[config.mk]
export PLATFORM = sky130hd
export DESIGN_NAME = key_debounce
export DESIGN_NICKNAME = d
export VERILOG_FILES = /design/src/rtl/key_debounce_pkg.sv /design/src/rtl/key_debounce.sv
export SDC_FILE = /design/constraint.sdc
export NUM_CORES = 1
export LEC_CHECK = 0
export CAP_MARGIN = 20
export CORE_MARGIN = 1
export CORE_UTILIZATION = 40
export DETAILED_ROUTE_END_ITERATION = 8
export DONT_BUFFER_PORTS = 1
export GPL_TIMING_DRIVEN = 1
export HOLD_SLACK_MARGIN = 0.15
export PLACE_DENSITY_LB_ADDON = 0.25
export SYNTH_ARGS = -nofsm -noshare
export SYNTH_HDL_FRONTEND = slang
export SYNTH_SLANG_ARGS = --single-unit
[constraint.sdc]
create_clock -name Clk -period 4.2 [get_ports Clk]
set_input_delay 1.05 -clock Clk [delete_from_list [all_inputs] [get_ports Clk]]
set_output_delay 1.05 -clock Clk [all_outputs]
set_load 0.005 [all_outputs]
[src/rtl/key_debounce_pkg.sv]
// Shared definitions for the per-key debouncer: FSM state codes exported on
// the debug header, so they must stay fixed at these encodings.
package key_debounce_pkg;

  typedef enum logic [1:0] {
    IDLE         = 2'b00,
    PRESS_WAIT   = 2'b01,
    HELD         = 2'b10,
    RELEASE_WAIT = 2'b11
  } state_t;

  // Debounced level implied by a state: the key counts as down until a
  // release has been fully confirmed.
  function automatic logic level_of(input state_t s);
    logic lvl;
    case (s)
      HELD, RELEASE_WAIT: lvl = 1'b1;
      default:            lvl = 1'b0;
    endcase
    return lvl;
  endfunction

endpackage

[src/rtl/key_debounce.sv]
// Per-key debouncer: accepts a new KeyIn level only after it has held for
// STABLE_CYCLES further edges, then emits a clean level and one-cycle pulses.
module key_debounce
  import key_debounce_pkg::*;
#(
  parameter int unsigned STABLE_CYCLES = 1000000
) (
  input  logic       Clk,
  input  logic       Reset,
  input  logic       KeyIn,
  output logic       KeyLevel,
  output logic       KeyPress,
  output logic       KeyRelease,
  output logic [1:0] State
);

  localparam int unsigned CNT_W = $clog2(STABLE_CYCLES + 1);
  localparam logic [CNT_W-1:0] LAST = CNT_W'(STABLE_CYCLES - 1);

  state_t           state_r;
  logic [CNT_W-1:0] count_r;

  assign State = state_r;

  // Debounce FSM with inline qualification counter; all outputs registered.
  always_ff @(posedge Clk or posedge Reset) begin
    if (Reset) begin
      state_r    <= IDLE;
      count_r    <= '0;
      KeyLevel   <= 1'b0;
      KeyPress   <= 1'b0;
      KeyRelease <= 1'b0;
    end else begin
      KeyPress   <= 1'b0;
      KeyRelease <= 1'b0;
      case (state_r)
        IDLE: begin
          if (KeyIn) begin
            state_r <= PRESS_WAIT;
            count_r <= '0;
          end else begin
            state_r <= IDLE;
          end
          KeyLevel <= level_of(IDLE);
        end
        PRESS_WAIT: begin
          if (!KeyIn) begin
            state_r  <= IDLE;
            count_r  <= '0;
            KeyLevel <= level_of(IDLE);
          end else if (count_r == LAST) begin
            // Press confirmed: level and pulse change on the same edge.
            state_r  <= HELD;
            count_r  <= '0;
            KeyLevel <= level_of(HELD);
            KeyPress <= 1'b1;
          end else begin
            count_r  <= count_r + CNT_W'(1);
            KeyLevel <= level_of(PRESS_WAIT);
          end
        end
        HELD: begin
          if (!KeyIn) begin
            state_r <= RELEASE_WAIT;
            count_r <= '0;
          end else begin
            state_r <= HELD;
          end
          KeyLevel <= level_of(HELD);
        end
        RELEASE_WAIT: begin
          if (KeyIn) begin
            state_r  <= HELD;
            count_r  <= '0;
            KeyLevel <= level_of(HELD);
          end else if (count_r == LAST) begin
            state_r    <= IDLE;
            count_r    <= '0;
            KeyLevel   <= level_of(IDLE);
            KeyRelease <= 1'b1;
          end else begin
            count_r  <= count_r + CNT_W'(1);
            KeyLevel <= level_of(RELEASE_WAIT);
          end
        end
        default: begin
          state_r  <= IDLE;
          count_r  <= '0;
          KeyLevel <= 1'b0;
        end
      endcase
    end
  end

endmodule

# Word level (Yosys, flattened, before mapping)
# Cells that the tools add are included.
[word_totals] register_bits=25 in_bits=3 output_inout_bits=5 elab_cells=38
[op_classes] add_sub_neg=1 n_eq_ne=8 muxes=21 n_reduce_logical=3
[op_table] operator="20-bit 2-to-1 mux" count=5
[op_table] operator="20-bit one-hot mux with 4 select lines" count=1
[op_table] operator="20-bit by 1-bit adder with 20-bit output (second input constant)" count=1
[op_table] operator="20-bit == test (second input constant)" count=1
[op_table] operator="1-bit 2-to-1 mux" count=9
[op_table] operator="2-bit 2-to-1 mux" count=4
[op_table] operator="2-bit one-hot mux with 4 select lines" count=1
[op_table] operator="3-bit inequality test (second input constant)" count=2
[op_table] operator="2-bit == test (second input constant)" count=2
[op_table] operator="2-bit inequality test (second input constant)" count=2
[op_table] operator="1-bit one-hot mux with 4 select lines" count=1
[op_table] operator="2-bit AND reduction" count=2
[op_table] operator="2-bit by 1-bit == test with 1-bit output (second input constant)" count=1
[op_table] operator="2-bit zero test" count=1

# Logic depth before layout (Yosys ltp)
[logic_depth] ltp_word=4 depth_mapped=6 depth_no_buf=5

# Worst setup path after synthesis
# OpenSTA, ideal clock, no wires.
[synth_timing] kind="input to register" startpoint="input KeyIn" endpoint="register count_r[19]" setup_ps=87 arrival_ps=2080 required_ps=4113 setup_slack_ps=2033 path_stages=4 path_buffers=0 cell_sequence="xor2_2 > o211ai_1 > or4_1 > a22oi_1"
[synth_between] elab_chain_len=2
[synth_lines] element="from (decl)" line_no="key_debounce.sv:10" rtl="input logic KeyIn,"
[synth_lines] element="20-bit 2-to-1 mux, or another cell as far along" line_no="key_debounce.sv:72" rtl="if (KeyIn) begin"
[synth_lines] element="20-bit one-hot mux with 4 select lines / 2-bit AND reduction (equally long branches)"
[synth_lines] element="to (signal assigned)" line_no="key_debounce.sv:58" rtl="count_r <= count_r + CNT_W'(1);"
[synth_lines] element="to (signal assigned)" line_no="key_debounce.sv:82" rtl="count_r <= count_r + CNT_W'(1);"
[synth_lines] element="to (decl)" line_no="key_debounce.sv:21" rtl="logic [CNT_W-1:0] count_r;"
# Parallel ways exist; a longest one is shown, timed or not.
# A chain may end at the register's enable or synchronous reset.

# Worst setup path after layout
[layout_timing] startpoint="register count_r[11]" endpoint="register count_r[17]"
[layout_between] elab_chain_len=4
[layout_lines] element="20-bit by 1-bit adder with 20-bit output / 20-bit == test (equally long branches)"
[layout_lines] element="20-bit 2-to-1 mux (*)" line_no="key_debounce.sv:51, key_debounce.sv:76"
[layout_lines] element="20-bit 2-to-1 mux (on tied branches)" line_no="key_debounce.sv:72, key_debounce.sv:47"
[layout_lines] element="20-bit one-hot mux with 4 select lines (*)" line_no="key_debounce.sv:36" rtl="case (state_r)"
# Every way passes the cells marked *; elsewhere a longest branch is shown, timed or not.

==> results.json <==
{
  "status": "finished clean",
  "cp-start-kind": "flip-flop",
  "final_cell_mix": "25 x dfrtp_1, 13 x nand2_1, 12 x o21ai_0",
  "reg2reg_from": "count_r[11]$_DFFE_PP0P_",
  "netlist_instances": 133,
  "fillers": 315,
  "seq_area_frac_synth": 0.469,
  "antenna_found_initial": 0,
  "finalClockSkew_ns": 0.0131,
  "grt_pass1_vias": 923,
  "reg2reg_depth": 4,
  "cts_tree": "yes",
  "p_int_uw": 290,
  "portBuffers": 0,
  "worstSetupPathType": "flip-flop to flip-flop",
  "reg2reg_slack_ns": 2.07,
  "max_slew_margin": 0.395,
  "worstHoldPathCells": 1,
  "wirelength_um": 2460,
  "num_rows": 20,
  "leakagePower_uw": 0.000560,
  "cts_resized": 0,
  "ir_worst_vdd_v": 0.000138,
  "max_cap_violations": 0,
  "dr.pass1.iters": 4,
  "drt_iter0_markers": 56,
  "syn_to_final_growth_pct": 4.41,
  "clock_power_share": 0.270,
  "finalCriticalPeriod_ns": 2.13,
  "start_util": 0.429,
  "fin_nets": 138,
  "power_frac_comb": 0.082,
  "finalWorstSetupSlack_ns": 2.07,
  "ant_nets": 0,
  "rr_endpoint": "count_r[17]$_DFFE_PP0P_",
  "cts.sinks": 25,
  "path_clk_slew_ns": 0.14,
  "grt_use_total": 0.160,
  "place_hpwl_um": 1780,
  "netlist_area_um2": 1330,
  "yosys_warnings": 0,
  "seqPwrFrac": 0.648,
  "rsz0062_at_grt": "no",
  "worstPathMaxFanout": 17,
  "drc": 0,
  "multi_input_area_um2": 672,
  "worstHoldStart": "count_r[6]$_DFFE_PP0P_",
  "power_density_nw_per_um2": 281,
  "final_hold_viol_count": 0,
  "core_um2": 3100,
  "n_antenna_cell": 0,
  "grt_max_degree": 26,
  "dieHeight_um": 59.7,
  "syn_area_per_cell_um2": 10.0,
  "hold_class": "flip-flop to flip-flop",
  "cp.required_ns": 4.39,
  "final_common_cell": "dfrtp_1",
  "root_buffer": "clkbuf_4",
  "finalMaxSlewViolations": 0,
  "wl_per_cell_um": 13.9,
  "dpl_worst_slack_ns": 1.87,
  "cts_buffers": 3,
  "die_area_um2": 3570,
  "die_w_um": 59.7,
  "gr-total-overflow": 0,
  "cts-hold-fix-buffers": 0,
  "via_per_inst": 5.82,
  "dr_total_vias": 1031,
  "yosysUniqueCellTypes": 39,
  "tightestPinTransition_ns": 0.907,
  "routabilityCongestion": 0.813,
  "ys_seq_elements": 25,
  "min_period_over_period": 0.506,
  "fmax_mhz": 470,
  "post_cts.repair.setup_buffers": 0,
  "end_kind": "flip-flop",
  "setup_viol": 0,
  "drive_gt1_frac": 0.0827,
  "swShare": 0.259,
  "htree_levels": 1,
  "syn_nets": 137,
  "hold_slack_ns": 0.530,
  "clock_latency_ns": 0.32,
  "clock_path_buffers": 2,
  "grt_pass1_wl_um": 4150,
  "ioPinCount": 8,
  "startpoint": "count_r[11]$_DFFE_PP0P_",
  "crit_arrival_ns": 2.31,
  "hold_path_end": "count_r[6]$_DFFE_PP0P_",
  "seq_area_um2": 626,
  "p_switching_uw": 101,
  "tns_ns": 0
}
-- worst max-delay path, cell delays in order (launching register included) --
cell,delay [ns]
dfrtp_1,0.47
or4b_4,0.57
nor4_4,0.39
a21o_2,0.40
a22oi_1,0.16
-- worst max path at each step --
stage	endpoint	slack, ns	cells past startpoint
after floorplan	count_r[19]$_DFFE_PP0P_	2.03	4
after global placement	count_r[19]$_DFFE_PP0P_	1.93	4
after detailed placement	count_r[19]$_DFFE_PP0P_	1.87	4
after CTS	count_r[12]$_DFFE_PP0P_	2.09	4
after global routing	count_r[12]$_DFFE_PP0P_	1.98	4
final	count_r[17]$_DFFE_PP0P_	2.07	4
-- routing by layer --
layer  global-route usage  share of wire  up-vias
met4               0.0731          0.017        0
met2                0.230           0.42       33
met3               0.0346          0.065        5
met1                0.228           0.50      488
li1                     -              -      505
met5                    0              0        -
-- synth_stat cells --
master     instances  share of area
xor2_2             1          0.012
ha_1               1         0.0094
and4_1             2          0.013
dfrtp_1           25           0.47
a21o_1             1         0.0056
or3_1             10          0.047
nand3_2            1         0.0075
mux2_1             2          0.017
and2_1             1         0.0047
nor2_1             3         0.0085
a21oi_1            2         0.0075
clkbuf_1           2         0.0056
a21o_2             1         0.0066
nor2b_1            1         0.0047
buf_6              1         0.0085
o211ai_1           3          0.017
nor3_1             1         0.0038
and2_2             1         0.0056
o21ai_0           12          0.045
inv_1              3         0.0085
or2_1              1         0.0047
or4_1              2          0.011
or4b_4             1          0.010
o2111ai_1          2          0.013
nor4_4             1          0.016
nand3_1            8          0.030
clkbuf_2           1         0.0038
nand2_1           13          0.037
nor3b_1            3          0.017
o31ai_1            2          0.011
a22oi_1           11          0.062
nand4_1            2         0.0094
and3_1             2         0.0094
and4_2             1         0.0075
nand2b_1           2         0.0094
o21ai_1            2         0.0075
xor2_1             3          0.020
a22o_1             1         0.0066
or4b_1             1         0.0075
-- area by class of cell --
| cell class | instances | area share |
|---|---|---|
| clock inverter | 1 | 0.00360 |
| sequential | 25 | 0.450 |
| tap | 44 | 0.0396 |
| clock buffer | 3 | 0.0162 |
| inverter | 3 | 0.00809 |
| multi-input combinational | 101 | 0.483 |
-- power groups by stage --
stage               sequential [uW]  combinational (uW)  clock [uW]
floorplan                       255                29.8           0
global placement                258                32.0           0
detailed placement              258                32.5           0
CTS                             253                32.7         112
global route                    255                37.0         120
finish                          253                32.0         106
-- kinds of logic (layout without fill, tap and decap cells) --
kind of cell / after synthesis / in the layout / synth area share
and+or+nand+nor: 57 / 57 / 0.264
adders and majority gates: 1 / 1 / 0.00939
muxes: 2 / 2 / 0.0169
xor gates and xnor gates: 4 / 4 / 0.0319
buffers and inverters: 7 / 7 / 0.0263
DFF: 25 / 25 / 0.469
AOI/OAI and AO/OA: 37 / 37 / 0.182
-- per-stage QoR --
stage | util | power (uW) | cells | cell area (um2)
2_1_floorplan | - | 285 | 133 | 1330
3_3_place_gp | 0.440 | 290 | 173 | 1360
3_5_place_dp | 0.440 | 290 | 173 | 1360
4_1_cts | 0.448 | 398 | 177 | 1390
5_1_grt | 0.448 | 412 | 177 | 1390
6_report | 0.448 | 391 | 177 | 1390
-- state kept, by name, indices dropped and copies added (netlist names), named ones only --
name	count
count_r	20
KeyLevel	1
KeyPress	1
KeyRelease	1
State	1
No activity file was read; power rests on OpenSTA's default activity.
